## src/rtl/fan_ctrl_regs_pkg.sv

```systemverilog
// Shared definitions for the fan-controller AXI4-Lite register bank:
// register offsets, AXI response codes, field positions and byte-lane merge helpers.
package fan_ctrl_regs_pkg;

    localparam logic [1:0] RESP_OKAY   = 2'b00;
    localparam logic [1:0] RESP_SLVERR = 2'b10;

    // Offsets within the 32-byte register window (address bits [4:0])
    localparam logic [4:0] OFS_PERIOD   = 5'h00;
    localparam logic [4:0] OFS_STATUS   = 5'h04;
    localparam logic [4:0] OFS_CONTROL  = 5'h08;
    localparam logic [4:0] OFS_DUTY_HI  = 5'h0C;
    localparam logic [4:0] OFS_DUTY_MID = 5'h10;
    localparam logic [4:0] OFS_DUTY_LO  = 5'h14;
    localparam logic [4:0] OFS_TEMP_HI  = 5'h18;
    localparam logic [4:0] OFS_TEMP_LO  = 5'h1C;

    localparam int STAT_ALARM_LIVE   = 16;
    localparam int STAT_ALARM_STICKY = 17;
    localparam int CTRL_FORCE_FULL   = 0;

    function automatic logic [31:0] merge32(input logic [31:0] old_v,
                                            input logic [31:0] new_v,
                                            input logic [3:0]  strb);
        logic [31:0] res;
        for (int b = 0; b < 4; b++)
            res[b*8 +: 8] = strb[b] ? new_v[b*8 +: 8] : old_v[b*8 +: 8];
        return res;
    endfunction

    function automatic logic [15:0] merge16(input logic [15:0] old_v,
                                            input logic [15:0] new_v,
                                            input logic [1:0]  strb);
        logic [15:0] res;
        for (int b = 0; b < 2; b++)
            res[b*8 +: 8] = strb[b] ? new_v[b*8 +: 8] : old_v[b*8 +: 8];
        return res;
    endfunction

    function automatic logic [31:0] strb_mask(input logic [3:0] strb);
        logic [31:0] m;
        for (int b = 0; b < 4; b++)
            m[b*8 +: 8] = {8{strb[b]}};
        return m;
    endfunction

endpackage

```

## src/rtl/fan_ctrl_axil_regs_if.sv

```systemverilog
// AXI4-Lite bus bundle between the PS master and the fan-controller register bank.
interface fan_ctrl_axil_if #(
    parameter int ADDR_W = 32,
    parameter int DATA_W = 32
);
    logic [ADDR_W-1:0]   awaddr;
    logic [2:0]          awprot;
    logic                awvalid;
    logic                awready;
    logic [DATA_W-1:0]   wdata;
    logic [DATA_W/8-1:0] wstrb;
    logic                wvalid;
    logic                wready;
    logic [1:0]          bresp;
    logic                bvalid;
    logic                bready;
    logic [ADDR_W-1:0]   araddr;
    logic [2:0]          arprot;
    logic                arvalid;
    logic                arready;
    logic [DATA_W-1:0]   rdata;
    logic [1:0]          rresp;
    logic                rvalid;
    logic                rready;

    modport master (
        output awaddr, awprot, awvalid, wdata, wstrb, wvalid, bready,
               araddr, arprot, arvalid, rready,
        input  awready, wready, bresp, bvalid, arready, rdata, rresp, rvalid
    );

    modport slave (
        input  awaddr, awprot, awvalid, wdata, wstrb, wvalid, bready,
               araddr, arprot, arvalid, rready,
        output awready, wready, bresp, bvalid, arready, rdata, rresp, rvalid
    );
endinterface

```

## src/rtl/fan_ctrl_axil_wr_hold.sv

```systemverilog
// One-deep AW and W holds that accept the two channels in any order, plus the B-channel handshake.
// commit pulses for one cycle when both holds are full; the response code comes back from decode.
module fan_ctrl_axil_wr_hold #(
    parameter int ADDR_W = 32
) (
    input  logic              aclk,
    input  logic              aresetn,
    input  logic              ready_en,
    input  logic [ADDR_W-1:2] awaddr,
    input  logic              awvalid,
    output logic              awready,
    input  logic [31:0]       wdata,
    input  logic [3:0]        wstrb,
    input  logic              wvalid,
    output logic              wready,
    output logic [1:0]        bresp,
    output logic              bvalid,
    input  logic              bready,
    output logic              commit,
    output logic [ADDR_W-1:2] commit_addr,
    output logic [31:0]       commit_data,
    output logic [3:0]        commit_strb,
    input  logic [1:0]        commit_resp
);
    logic aw_held, w_held;

    assign awready = ready_en && !aw_held && !bvalid;
    assign wready  = ready_en && !w_held && !bvalid;
    assign commit  = aw_held && w_held;

    always_ff @(posedge aclk or negedge aresetn) begin
        if (!aresetn) begin
            aw_held <= 1'b0;
            w_held  <= 1'b0;
            bvalid  <= 1'b0;
            bresp   <= 2'b00;
        end else if (commit) begin
            aw_held <= 1'b0;
            w_held  <= 1'b0;
            bvalid  <= 1'b1;
            bresp   <= commit_resp;
        end else begin
            if (awvalid && awready) aw_held <= 1'b1;
            if (wvalid && wready)   w_held  <= 1'b1;
            if (bvalid && bready)   bvalid  <= 1'b0;
        end
    end

    // Payload registers carry no reset; the held flags qualify them.
    always_ff @(posedge aclk) begin
        if (awvalid && awready) commit_addr <= awaddr;
        if (wvalid && wready) begin
            commit_data <= wdata;
            commit_strb <= wstrb;
        end
    end

endmodule

```

## src/rtl/fan_ctrl_axil_regs.sv

```systemverilog
// AXI4-Lite register bank for the Ultra96 fan controller: PWM/threshold config plus temperature status.
// Define FAN_REGS_SLVERR_EN to answer unmapped accesses and illegal STATUS writes with SLVERR.
module fan_ctrl_axil_regs
    import fan_ctrl_regs_pkg::*;
#(
    parameter int          C_S_AXI_DATA_WIDTH = 32,
    parameter int          C_S_AXI_ADDR_WIDTH = 32,
    parameter logic [31:0] PERIOD_RST         = 32'd4500,
    parameter logic [15:0] TEMP_HI_RST        = 16'hB000,
    parameter logic [15:0] TEMP_LO_RST        = 16'h9C40
) (
    input  logic           s00_axi_aclk,
    input  logic           s00_axi_aresetn,
    fan_ctrl_axil_if.slave s00_axi,
    input  logic [15:0]    temp_in,
    input  logic           temp_alarm_in,
    output logic [31:0]    pwm_period,
    output logic           force_full,
    output logic [15:0]    duty_hi,
    output logic [15:0]    duty_mid,
    output logic [15:0]    duty_lo,
    output logic [15:0]    temp_hi,
    output logic [15:0]    temp_lo
);
    localparam int AW = C_S_AXI_ADDR_WIDTH;
    localparam int DW = C_S_AXI_DATA_WIDTH;

    logic          ready_en;
    logic          wr_commit;
    logic [AW-1:2] wr_addr;
    logic [31:0]   wr_data;
    logic [3:0]    wr_strb;
    logic [1:0]    wr_resp;
    logic          wr_mapped;
    logic [4:0]    wr_ofs;
    logic          sticky_clr;
    logic [15:0]   temp_q;
    logic          alarm_sticky;
    logic          rd_mapped;
    logic [DW-1:0] rd_word;
    logic [1:0]    rd_resp;
    logic          rvalid_q;
    logic [DW-1:0] rdata_q;
    logic [1:0]    rresp_q;
    logic          unused_bits;

    assign unused_bits = ^{s00_axi.awprot, s00_axi.arprot, s00_axi.awaddr[1:0], s00_axi.araddr[1:0]};

    // Readies stay low until the first clock edge after reset release.
    always_ff @(posedge s00_axi_aclk or negedge s00_axi_aresetn) begin
        if (!s00_axi_aresetn) ready_en <= 1'b0;
        else                  ready_en <= 1'b1;
    end

    fan_ctrl_axil_wr_hold #(.ADDR_W(AW)) u_wr_hold (
        .aclk        (s00_axi_aclk),
        .aresetn     (s00_axi_aresetn),
        .ready_en    (ready_en),
        .awaddr      (s00_axi.awaddr[AW-1:2]),
        .awvalid     (s00_axi.awvalid),
        .awready     (s00_axi.awready),
        .wdata       (s00_axi.wdata),
        .wstrb       (s00_axi.wstrb),
        .wvalid      (s00_axi.wvalid),
        .wready      (s00_axi.wready),
        .bresp       (s00_axi.bresp),
        .bvalid      (s00_axi.bvalid),
        .bready      (s00_axi.bready),
        .commit      (wr_commit),
        .commit_addr (wr_addr),
        .commit_data (wr_data),
        .commit_strb (wr_strb),
        .commit_resp (wr_resp)
    );

    assign wr_mapped  = (wr_addr[AW-1:5] == '0);
    assign wr_ofs     = {wr_addr[4:2], 2'b00};
    assign sticky_clr = wr_commit && wr_mapped && (wr_ofs == OFS_STATUS) &&
                        wr_strb[STAT_ALARM_STICKY/8] && wr_data[STAT_ALARM_STICKY];
    assign rd_mapped  = (s00_axi.araddr[AW-1:5] == '0);

`ifdef FAN_REGS_SLVERR_EN
    logic status_bad;
    assign status_bad = (wr_ofs == OFS_STATUS) &&
                        ((wr_data & strb_mask(wr_strb) & ~(32'd1 << STAT_ALARM_STICKY)) != '0);
    assign wr_resp = (!wr_mapped || status_bad) ? RESP_SLVERR : RESP_OKAY;
    assign rd_resp = rd_mapped ? RESP_OKAY : RESP_SLVERR;
`else
    assign wr_resp = RESP_OKAY;
    assign rd_resp = RESP_OKAY;
`endif

    always_ff @(posedge s00_axi_aclk or negedge s00_axi_aresetn) begin
        if (!s00_axi_aresetn) begin
            pwm_period   <= PERIOD_RST;
            force_full   <= 1'b0;
            duty_hi      <= 16'd0;
            duty_mid     <= 16'd0;
            duty_lo      <= 16'd0;
            temp_hi      <= TEMP_HI_RST;
            temp_lo      <= TEMP_LO_RST;
            temp_q       <= 16'd0;
            alarm_sticky <= 1'b0;
        end else begin
            temp_q <= temp_in;
            if (temp_alarm_in)   alarm_sticky <= 1'b1;
            else if (sticky_clr) alarm_sticky <= 1'b0;
            if (wr_commit && wr_mapped) begin
                case (wr_ofs)
                    OFS_PERIOD:   pwm_period <= merge32(pwm_period, wr_data, wr_strb);
                    OFS_CONTROL:  if (wr_strb[0]) force_full <= wr_data[CTRL_FORCE_FULL];
                    OFS_DUTY_HI:  duty_hi  <= merge16(duty_hi,  wr_data[15:0], wr_strb[1:0]);
                    OFS_DUTY_MID: duty_mid <= merge16(duty_mid, wr_data[15:0], wr_strb[1:0]);
                    OFS_DUTY_LO:  duty_lo  <= merge16(duty_lo,  wr_data[15:0], wr_strb[1:0]);
                    OFS_TEMP_HI:  temp_hi  <= merge16(temp_hi,  wr_data[15:0], wr_strb[1:0]);
                    OFS_TEMP_LO:  temp_lo  <= merge16(temp_lo,  wr_data[15:0], wr_strb[1:0]);
                    default: ;
                endcase
            end
        end
    end

    always_comb begin
        rd_word = '0;
        if (rd_mapped) begin
            case ({s00_axi.araddr[4:2], 2'b00})
                OFS_PERIOD: rd_word = pwm_period;
                OFS_STATUS: begin
                    rd_word[15:0]              = temp_q;
                    rd_word[STAT_ALARM_LIVE]   = temp_alarm_in;
                    rd_word[STAT_ALARM_STICKY] = alarm_sticky;
                end
                OFS_CONTROL:  rd_word[CTRL_FORCE_FULL] = force_full;
                OFS_DUTY_HI:  rd_word[15:0] = duty_hi;
                OFS_DUTY_MID: rd_word[15:0] = duty_mid;
                OFS_DUTY_LO:  rd_word[15:0] = duty_lo;
                OFS_TEMP_HI:  rd_word[15:0] = temp_hi;
                OFS_TEMP_LO:  rd_word[15:0] = temp_lo;
                default:      rd_word = '0;
            endcase
        end
    end

    assign s00_axi.arready = ready_en && !rvalid_q;
    assign s00_axi.rvalid  = rvalid_q;
    assign s00_axi.rdata   = rdata_q;
    assign s00_axi.rresp   = rresp_q;

    // Read data is captured on the AR handshake edge, so a same-edge write is not yet visible.
    always_ff @(posedge s00_axi_aclk or negedge s00_axi_aresetn) begin
        if (!s00_axi_aresetn) begin
            rvalid_q <= 1'b0;
            rdata_q  <= '0;
            rresp_q  <= 2'b00;
        end else if (s00_axi.arvalid && s00_axi.arready) begin
            rvalid_q <= 1'b1;
            rdata_q  <= rd_word;
            rresp_q  <= rd_resp;
        end else if (rvalid_q && s00_axi.rready) begin
            rvalid_q <= 1'b0;
        end
    end

endmodule

```

## src/flat_wrapper.sv

```systemverilog
// flat-port wrapper written by rule: the top's interface ports become plain ports
module fan_ctrl_axil_regs_flat import fan_ctrl_regs_pkg::*;
#(
    parameter int          C_S_AXI_DATA_WIDTH = 32,
    parameter int          C_S_AXI_ADDR_WIDTH = 32,
    parameter logic [31:0] PERIOD_RST         = 32'd4500,
    parameter logic [15:0] TEMP_HI_RST        = 16'hB000,
    parameter logic [15:0] TEMP_LO_RST        = 16'h9C40
)
  (s00_axi_aclk, s00_axi_aresetn, temp_in, temp_alarm_in, pwm_period, force_full, duty_hi, duty_mid, duty_lo, temp_hi, temp_lo, s00_axi_awaddr, s00_axi_awprot, s00_axi_awvalid, s00_axi_wdata, s00_axi_wstrb, s00_axi_wvalid, s00_axi_bready, s00_axi_araddr, s00_axi_arprot, s00_axi_arvalid, s00_axi_rready, s00_axi_awready, s00_axi_wready, s00_axi_bresp, s00_axi_bvalid, s00_axi_arready, s00_axi_rdata, s00_axi_rresp, s00_axi_rvalid);
  fan_ctrl_axil_if #(.ADDR_W(32), .DATA_W(32)) s00_axi_i ();
  input  logic s00_axi_aclk;
  input  logic s00_axi_aresetn;
  input  logic [15:0] temp_in;
  input  logic temp_alarm_in;
  output logic [31:0] pwm_period;
  output logic force_full;
  output logic [15:0] duty_hi;
  output logic [15:0] duty_mid;
  output logic [15:0] duty_lo;
  output logic [15:0] temp_hi;
  output logic [15:0] temp_lo;
  input wire logic [$bits(s00_axi_i.awaddr)-1:0] s00_axi_awaddr;
  input wire logic [$bits(s00_axi_i.awprot)-1:0] s00_axi_awprot;
  input wire logic [$bits(s00_axi_i.awvalid)-1:0] s00_axi_awvalid;
  input wire logic [$bits(s00_axi_i.wdata)-1:0] s00_axi_wdata;
  input wire logic [$bits(s00_axi_i.wstrb)-1:0] s00_axi_wstrb;
  input wire logic [$bits(s00_axi_i.wvalid)-1:0] s00_axi_wvalid;
  input wire logic [$bits(s00_axi_i.bready)-1:0] s00_axi_bready;
  input wire logic [$bits(s00_axi_i.araddr)-1:0] s00_axi_araddr;
  input wire logic [$bits(s00_axi_i.arprot)-1:0] s00_axi_arprot;
  input wire logic [$bits(s00_axi_i.arvalid)-1:0] s00_axi_arvalid;
  input wire logic [$bits(s00_axi_i.rready)-1:0] s00_axi_rready;
  output wire logic [$bits(s00_axi_i.awready)-1:0] s00_axi_awready;
  output wire logic [$bits(s00_axi_i.wready)-1:0] s00_axi_wready;
  output wire logic [$bits(s00_axi_i.bresp)-1:0] s00_axi_bresp;
  output wire logic [$bits(s00_axi_i.bvalid)-1:0] s00_axi_bvalid;
  output wire logic [$bits(s00_axi_i.arready)-1:0] s00_axi_arready;
  output wire logic [$bits(s00_axi_i.rdata)-1:0] s00_axi_rdata;
  output wire logic [$bits(s00_axi_i.rresp)-1:0] s00_axi_rresp;
  output wire logic [$bits(s00_axi_i.rvalid)-1:0] s00_axi_rvalid;
  assign s00_axi_i.awaddr = s00_axi_awaddr;
  assign s00_axi_i.awprot = s00_axi_awprot;
  assign s00_axi_i.awvalid = s00_axi_awvalid;
  assign s00_axi_i.wdata = s00_axi_wdata;
  assign s00_axi_i.wstrb = s00_axi_wstrb;
  assign s00_axi_i.wvalid = s00_axi_wvalid;
  assign s00_axi_i.bready = s00_axi_bready;
  assign s00_axi_i.araddr = s00_axi_araddr;
  assign s00_axi_i.arprot = s00_axi_arprot;
  assign s00_axi_i.arvalid = s00_axi_arvalid;
  assign s00_axi_i.rready = s00_axi_rready;
  assign s00_axi_awready = s00_axi_i.awready;
  assign s00_axi_wready = s00_axi_i.wready;
  assign s00_axi_bresp = s00_axi_i.bresp;
  assign s00_axi_bvalid = s00_axi_i.bvalid;
  assign s00_axi_arready = s00_axi_i.arready;
  assign s00_axi_rdata = s00_axi_i.rdata;
  assign s00_axi_rresp = s00_axi_i.rresp;
  assign s00_axi_rvalid = s00_axi_i.rvalid;
  fan_ctrl_axil_regs #(.C_S_AXI_DATA_WIDTH(C_S_AXI_DATA_WIDTH), .C_S_AXI_ADDR_WIDTH(C_S_AXI_ADDR_WIDTH), .PERIOD_RST(PERIOD_RST), .TEMP_HI_RST(TEMP_HI_RST), .TEMP_LO_RST(TEMP_LO_RST)) u_core (.s00_axi_aclk(s00_axi_aclk), .s00_axi_aresetn(s00_axi_aresetn), .s00_axi(s00_axi_i), .temp_in(temp_in), .temp_alarm_in(temp_alarm_in), .pwm_period(pwm_period), .force_full(force_full), .duty_hi(duty_hi), .duty_mid(duty_mid), .duty_lo(duty_lo), .temp_hi(temp_hi), .temp_lo(temp_lo));
endmodule
```

## config.mk

```make
export PLATFORM = sky130hd
export DESIGN_NAME = fan_ctrl_axil_regs_flat
export DESIGN_NICKNAME = d
export VERILOG_FILES = /design/src/rtl/fan_ctrl_regs_pkg.sv /design/src/rtl/fan_ctrl_axil_regs_if.sv /design/src/rtl/fan_ctrl_axil_wr_hold.sv /design/src/rtl/fan_ctrl_axil_regs.sv /design/src/flat_wrapper.sv
export SDC_FILE = /design/constraint.sdc
export NUM_CORES = 1
export LEC_CHECK = 0
export ABC_AREA = 1
export CAP_MARGIN = 10
export CELL_PAD_IN_SITES_DETAIL_PLACEMENT = 1
export CELL_PAD_IN_SITES_GLOBAL_PLACEMENT = 2
export CORE_UTILIZATION = 26
export DETAILED_ROUTE_END_ITERATION = 6
export MAX_ROUTING_LAYER = met4
export PLACE_DENSITY = 0.79
export SYNTH_ARGS = -nofsm -noshare
export SYNTH_HDL_FRONTEND = slang
export SYNTH_SLANG_ARGS = --single-unit
```

## constraint.sdc

```tcl
create_clock -name s00_axi_aclk -period 1.7 [get_ports s00_axi_aclk]
set_input_delay 0.17 -clock s00_axi_aclk [delete_from_list [all_inputs] [get_ports s00_axi_aclk]]
set_output_delay 0.17 -clock s00_axi_aclk [all_outputs]
set_load 0.1 [all_outputs]
```

# Word-level counts from Yosys, hierarchy flattened
# Cells that the tools add are included.
[classes] addsub=0 mul=0 n_div=0 n_lt_le_gt_ge=0 eq_ne=14 shifts=0 n_mux=15 bitwise_logic=0 n_reduce_logical=43
[op_table] cell="one-hot mux 15 bit (7 select lines)" n=1
[op_table] cell="logical NOT 27 bit" n=2
[op_table] cell="AND reduction 3 bit" n=15
[op_table] cell="2-to-1 mux 32 bit" n=1
[op_table] cell="equality test 3 bit (second input constant)" n=8
[op_table] cell="logical AND 1 bit" n=15
[op_table] cell="2-to-1 mux 14 bit" n=1
[op_table] cell="equality test 3 x 2 -> 1 bit (second input constant)" n=4
[op_table] cell="2-to-1 mux 1 bit" n=10
[op_table] cell="nonzero test 2 bit" n=5
[op_table] cell="one-hot mux 1 bit (8 select lines)" n=1
[op_table] cell="equality test 3 x 1 -> 1 bit (second input constant)" n=2
[op_table] cell="logical NOT 5 bit" n=1
[op_table] cell="logical NOT 1 bit" n=4
[op_table] cell="one-hot mux 2 bit (2 select lines)" n=1
[op_table] cell="logical NOT 3 bit" n=1
[word_totals] reg_bits=233 latchBits=0 mem_bits_rw=0 mem_bits_ro=0 input_bits=130 mem_count=0

# Longest topological paths before layout
[logic_depth] word_depth=7 ltp_mapped=11 depth_no_buf=10

# Modules after synthesis
# Synthesis repeated with hierarchy kept, for this count alone.
[unflattened] hier_cells=991 hier_area_um2=9577.9
[modules_own_cells] mod="fan_ctrl_axil_regs" n_inst=1 cells_each=897 area_per_inst_um2=7375.8
[modules_own_cells] mod="fan_ctrl_axil_wr_hold" n_inst=1 cells_each=94 area_per_inst_um2=2202.1

# Worst setup path after synthesis
# No wires, ideal clock.
[synth_path] kind="register to register" start="reg u_core.u_wr_hold.bvalid" end="reg u_core.u_wr_hold.commit_data[0] (enable)" setup_ns=0.391 arrival_ns=4.053 t_required_ns=1.309 slack_ns=-2.744 path_stages_with_launch=4 period_less_slack_ns=4.444 path_cell_list="dfrtp_1 -> nor3_1 -> nand2_1 -> inv_1"
[synth_via] elab_chain_len=3
[synth_rtl] element="from (decl)" line="fan_ctrl_axil_wr_hold.sv:17" source="output logic bvalid,"
[synth_rtl] element="from (signal assigned)" line="fan_ctrl_axil_wr_hold.sv:35" source="bvalid <= 1'b0;"
[synth_rtl] element="from (signal assigned)" line="fan_ctrl_axil_wr_hold.sv:40" source="bvalid <= 1'b1;"
[synth_rtl] element="from (signal assigned)" line="fan_ctrl_axil_wr_hold.sv:45" source="if (bvalid && bready) bvalid <= 1'b0;"
[synth_rtl] element="logical NOT 1 bit" line="fan_ctrl_axil_wr_hold.sv:28" source="assign wready = ready_en && !w_held && !bvalid;"
[synth_rtl] element="logical AND 1 bit" line="fan_ctrl_axil_wr_hold.sv:28"
[synth_rtl] element="net s00_axi_wready" line="flat_wrapper.sv:35" source="output wire logic [$bits(s00_axi_i.wready)-1:0] s00_axi_wready;"
[synth_rtl] element="logical AND 1 bit" line="fan_ctrl_axil_wr_hold.sv:52" source="if (wvalid && wready) begin"
[synth_rtl] element="to (signal assigned)" line="fan_ctrl_axil_wr_hold.sv:53" source="commit_data <= wdata;"
[synth_rtl] element="to (decl)" line="fan_ctrl_axil_wr_hold.sv:21" source="output logic [31:0] commit_data,"
# The timed path passes the listed nets, and every way through them passes these cells.
# A chain may end at the register's enable or synchronous reset.

# Worst setup path after layout
[layout_path] start="reg u_core.u_wr_hold.commit_addr[30] (netlist bit)" end="reg u_core.duty_hi[2]"
[layout_via] elab_chain_len=3
[layout_rtl] element="from (decl)" line="fan_ctrl_axil_wr_hold.sv:20" source="output logic [ADDR_W-1:2] commit_addr,"
[layout_rtl] element="from (signal assigned)" line="fan_ctrl_axil_wr_hold.sv:51" source="if (awvalid && awready) commit_addr <= awaddr;"
[layout_rtl] element="logical NOT 27 bit" line="fan_ctrl_axil_regs.sv:76" source="assign wr_mapped = (wr_addr[AW-1:5] == '0);"
[layout_rtl] element="logical AND 1 bit" line="fan_ctrl_axil_regs.sv:108" source="if (wr_commit && wr_mapped) begin"
[layout_rtl] element="AND reduction 3 bit (no source line)"
[layout_rtl] element="to (signal assigned)" line="fan_ctrl_axil_regs.sv:112" source="OFS_DUTY_HI: duty_hi <= merge16(duty_hi, wr_data[15:0], wr_strb[1:0]);"
[layout_rtl] element="to (decl)" line="fan_ctrl_axil_regs.sv:19" source="output logic [15:0] duty_hi,"
# Every way passes these cells.

==> out/qor.csv <==
metric,value,unit
drv_cap,0,
yosysTopAreaCellShare,0.370,
global_route.overflow_total,0,
hold_path_class,primary input to flip-flop,
gp_congestion,0.922,
path_class,flip-flop to flip-flop,
totalWireLength,41500,um
met2_usage,0.319,
worstPathArrival,2.18,ns
violations,negative setup slack,
dr_total_vias,9653,
finalCritPeriodShare,1.02,
rows,72,
p_leak,7.77,nW
met3_usage,0.0545,
crit_required,2.14,ns
rsz0062_at_grt,yes,
syn_inst,1155,
use_met1,0.265,
cell_internal_pwr,10.1,mW
layout_min_cycle_time,1.73,ns
htree_num_levels,1,
avgRoutedWirePerCell,20.2,um
busiest_layer,met2,
whs,0.0452,ns
finClkSkew,0.0149,ns
swShare,0.272,
worst_slew_pin_slew,0.620,ns
port_buffers,269,
yosys.area.top_type,dfrtp_1,
diodes,0,
numCtsBuffers,27,
ys_seq_area_frac,0.593,
grt_pass1_wl,62300,um
ctsLongestPathBuffers,3,
fillCellCount,4347,
placed_area,0.0157,mm^2
slew_headroom,0.587,
post-place-ws,-0.252,ns
clkTransAtPathRegs,0.06,ns
grtUsageTotal,0.206,
cts_tree,yes,
hold_viol_final,0,
clock_latency,0.56,ns
drcViolationCount,0,
fmax,576,MHz
setup-violations-final,28,
final_nets,1644,
syn_avg_cell_area,9.01,um^2
drtPass1Iterations,4,
synthDistinctLibCells,29,
p_seq_frac,0.457,
outcome,"complete, but fails checks",
r2r.worst_path.cells,11,
start_kind,flip-flop,
drive_above_1_share,0.296,
core_area,0.0391,mm^2
drt_iter0_markers,531,
grt_pass1_vias,10000,
p_per_area,805,mW/mm^2
slew_viol_final,0,
vdd_ir_drop_max,0.872,mV
clkSinkCount,233,
die-area,0.0408,mm^2
antenna_found_initial,0,
ys_ff_latch,233,
critPathMaxFanout,8,
syn_to_final_growth,65.6,%
die_w,202,um
rr_startpoint,u_core.u_wr_hold.commit_addr[30],
hpwl,31300,um
synthTopCellsByArea,"dfrtp_1, edfxtp_1, nand2_1, nand4_1, nor2_1",
cp-startpoint,u_core.u_wr_hold.commit_addr[30],
rr_endpoint,u_core.duty_hi[2],
vias_per_cell,4.70,
combPwrFrac,0.138,
end_kind,flip-flop,
io_pins,284,
initial_core_util,0.266,
die_h,202,um
synth_area,0.0104,mm^2
reg2reg_slack,-0.03,ns
setup_slack,-0.0349,ns
ant_nets,0,
cts_root_buffer,clkbuf_16,
clkPwrFrac,0.406,
yosysWarnings,0,
critPathCapture,u_core.duty_hi[2],
stdcell_area,0.0172,mm^2
grt_max_degree,46,
p_sw,3.78,mW
p_total,13.9,mW
-- cells by family after synthesis --
family                 Yosys count  synth area share
AND/OR/NAND/NOR                743             0.325
flip-flops                     233             0.593
buffers and inverters          149            0.0673
AO/OA/AOI/OAI                   28            0.0136
other                            2          0.000721
-- Yosys cell counts --
cell type and instances:
nand3_1 65, nor3_1 4, or2_1 1, nor2_2 7, nand3b_1 7, o21ai_0 27, inv_2 7, buf_4 8
buf_1 2, nor3_2 1, nand3_2 7, edfxtp_1 66, or2_2 1, nand2_1 401, nand4_1 140, nor2_4 2
nor3_4 3, clkinv_1 2, inv_1 81, nor2_1 102, nand2_2 1, buf_6 12, dfstp_2 13, conb_1 2
clkbuf_1 20, nor3b_1 1, buf_2 17, o22ai_1 1, dfrtp_1 154
-- cell type report --
class / count / area, um^2 / area share
sequential: 233 / 6180 / 0.359
timing repair buffer: 386 / 5210 / 0.302
multi-input combinational: 776 / 4000 / 0.232
clock buffer: 42 / 802 / 0.0465
tap: 518 / 648 / 0.0376
inverter: 90 / 350 / 0.0203
clock inverter: 8 / 47.5 / 0.00276
-- sequential cells by signal, summed over array words and instances, names as in the netlist, 4 cells and up --
register,count
u_core.pwm_period,32
u_core.s00_axi.rdata,32
u_core.u_wr_hold.commit_data,32
u_core.u_wr_hold.commit_addr,30
u_core.duty_hi,16
u_core.duty_lo,16
u_core.duty_mid,16
u_core.temp_hi,16
u_core.temp_lo,16
u_core.temp_q,16
u_core.u_wr_hold.commit_strb,4
-- cells in the final DEF, fill, tap and decap left out, types with 13 or more instances in the layout --
master           count
buf_12             153
buf_4               97
clkbuf_16           29
clkdlybuf4s50_1    118
dfrtp_1            152
dfstp_2             13
edfxtp_1            66
inv_1               79
nand2_1            324
nand2_2             66
nand3_1             48
nand3_2             14
nand4_1            140
nor2_1             100
o21ai_0             26
-- routing by layer --
| metal | routed length, um | share of wire |
|---|---|---|
| met2 | 19500 | 0.47 |
| met4 | 1250 | 0.030 |
| met1 | 18000 | 0.43 |
| met5 | 0 | 0 |
| met3 | 2740 | 0.066 |
-- critical path: stages (launching register included) --
cell and delay (ns):
edfxtp_1 0.38, nor2_1 0.12, nand2_1 0.11, nor2_2 0.14, nand2_2 0.07, nor2_4 0.10
buf_12 0.14, buf_12 0.13, buf_12 0.12, nand3_4 0.13, nand2_2 0.11, nand2_2 0.05
-- worst min-delay path by stage --
| stage | start | to | slack [ns] | cells after the start |
|---|---|---|---|---|
| detailed placement | s00_axi_aresetn | u_core.duty_hi[11] | 0.15 | 1 |
| finish | temp_in[6] | u_core.temp_q[6] | 0.05 | 1 |
| global route | temp_in[6] | u_core.temp_q[6] | 0.05 | 1 |
| global placement | s00_axi_aresetn | u_core.duty_hi[11] | 0.15 | 1 |
| CTS | temp_in[6] | u_core.temp_q[6] | 0.02 | 1 |
| floorplan | s00_axi_aresetn | u_core.alarm_sticky | -0.13 | 0 |
-- repair_timing --
item                                   CTS  global route
pin swaps                               20            26
gates resized for setup                 22           112
buffers inserted                        16             8
endpoints found under the hold margin  138             0
setup endpoints to repair               76           116
gates cloned                             1             2
hold buffers                             1             0
-- power groups by stage --
stage               clock network, mW  logic [mW]  registers [mW]
floorplan                           0       0.750            6.46
global placement                    0        1.79            6.42
detailed placement                  0        1.82            6.43
CTS                              5.79        1.91            6.33
global route                     5.96        2.03            6.36
finish                           5.63        1.91            6.34
-- per-stage QoR --
step / instances / setup TNS [ns] / utilization
after floorplan: 1158 / -54.99 / -
after global placement: 1978 / -4.82 / 0.400
after detailed placement: 1978 / -8.35 / 0.400
after CTS: 2046 / -0.783 / 0.430
after global routing: 2053 / -11.63 / 0.441
final: 2053 / -0.319 / 0.441
Note: power is estimated with default switching activity, not from simulation.
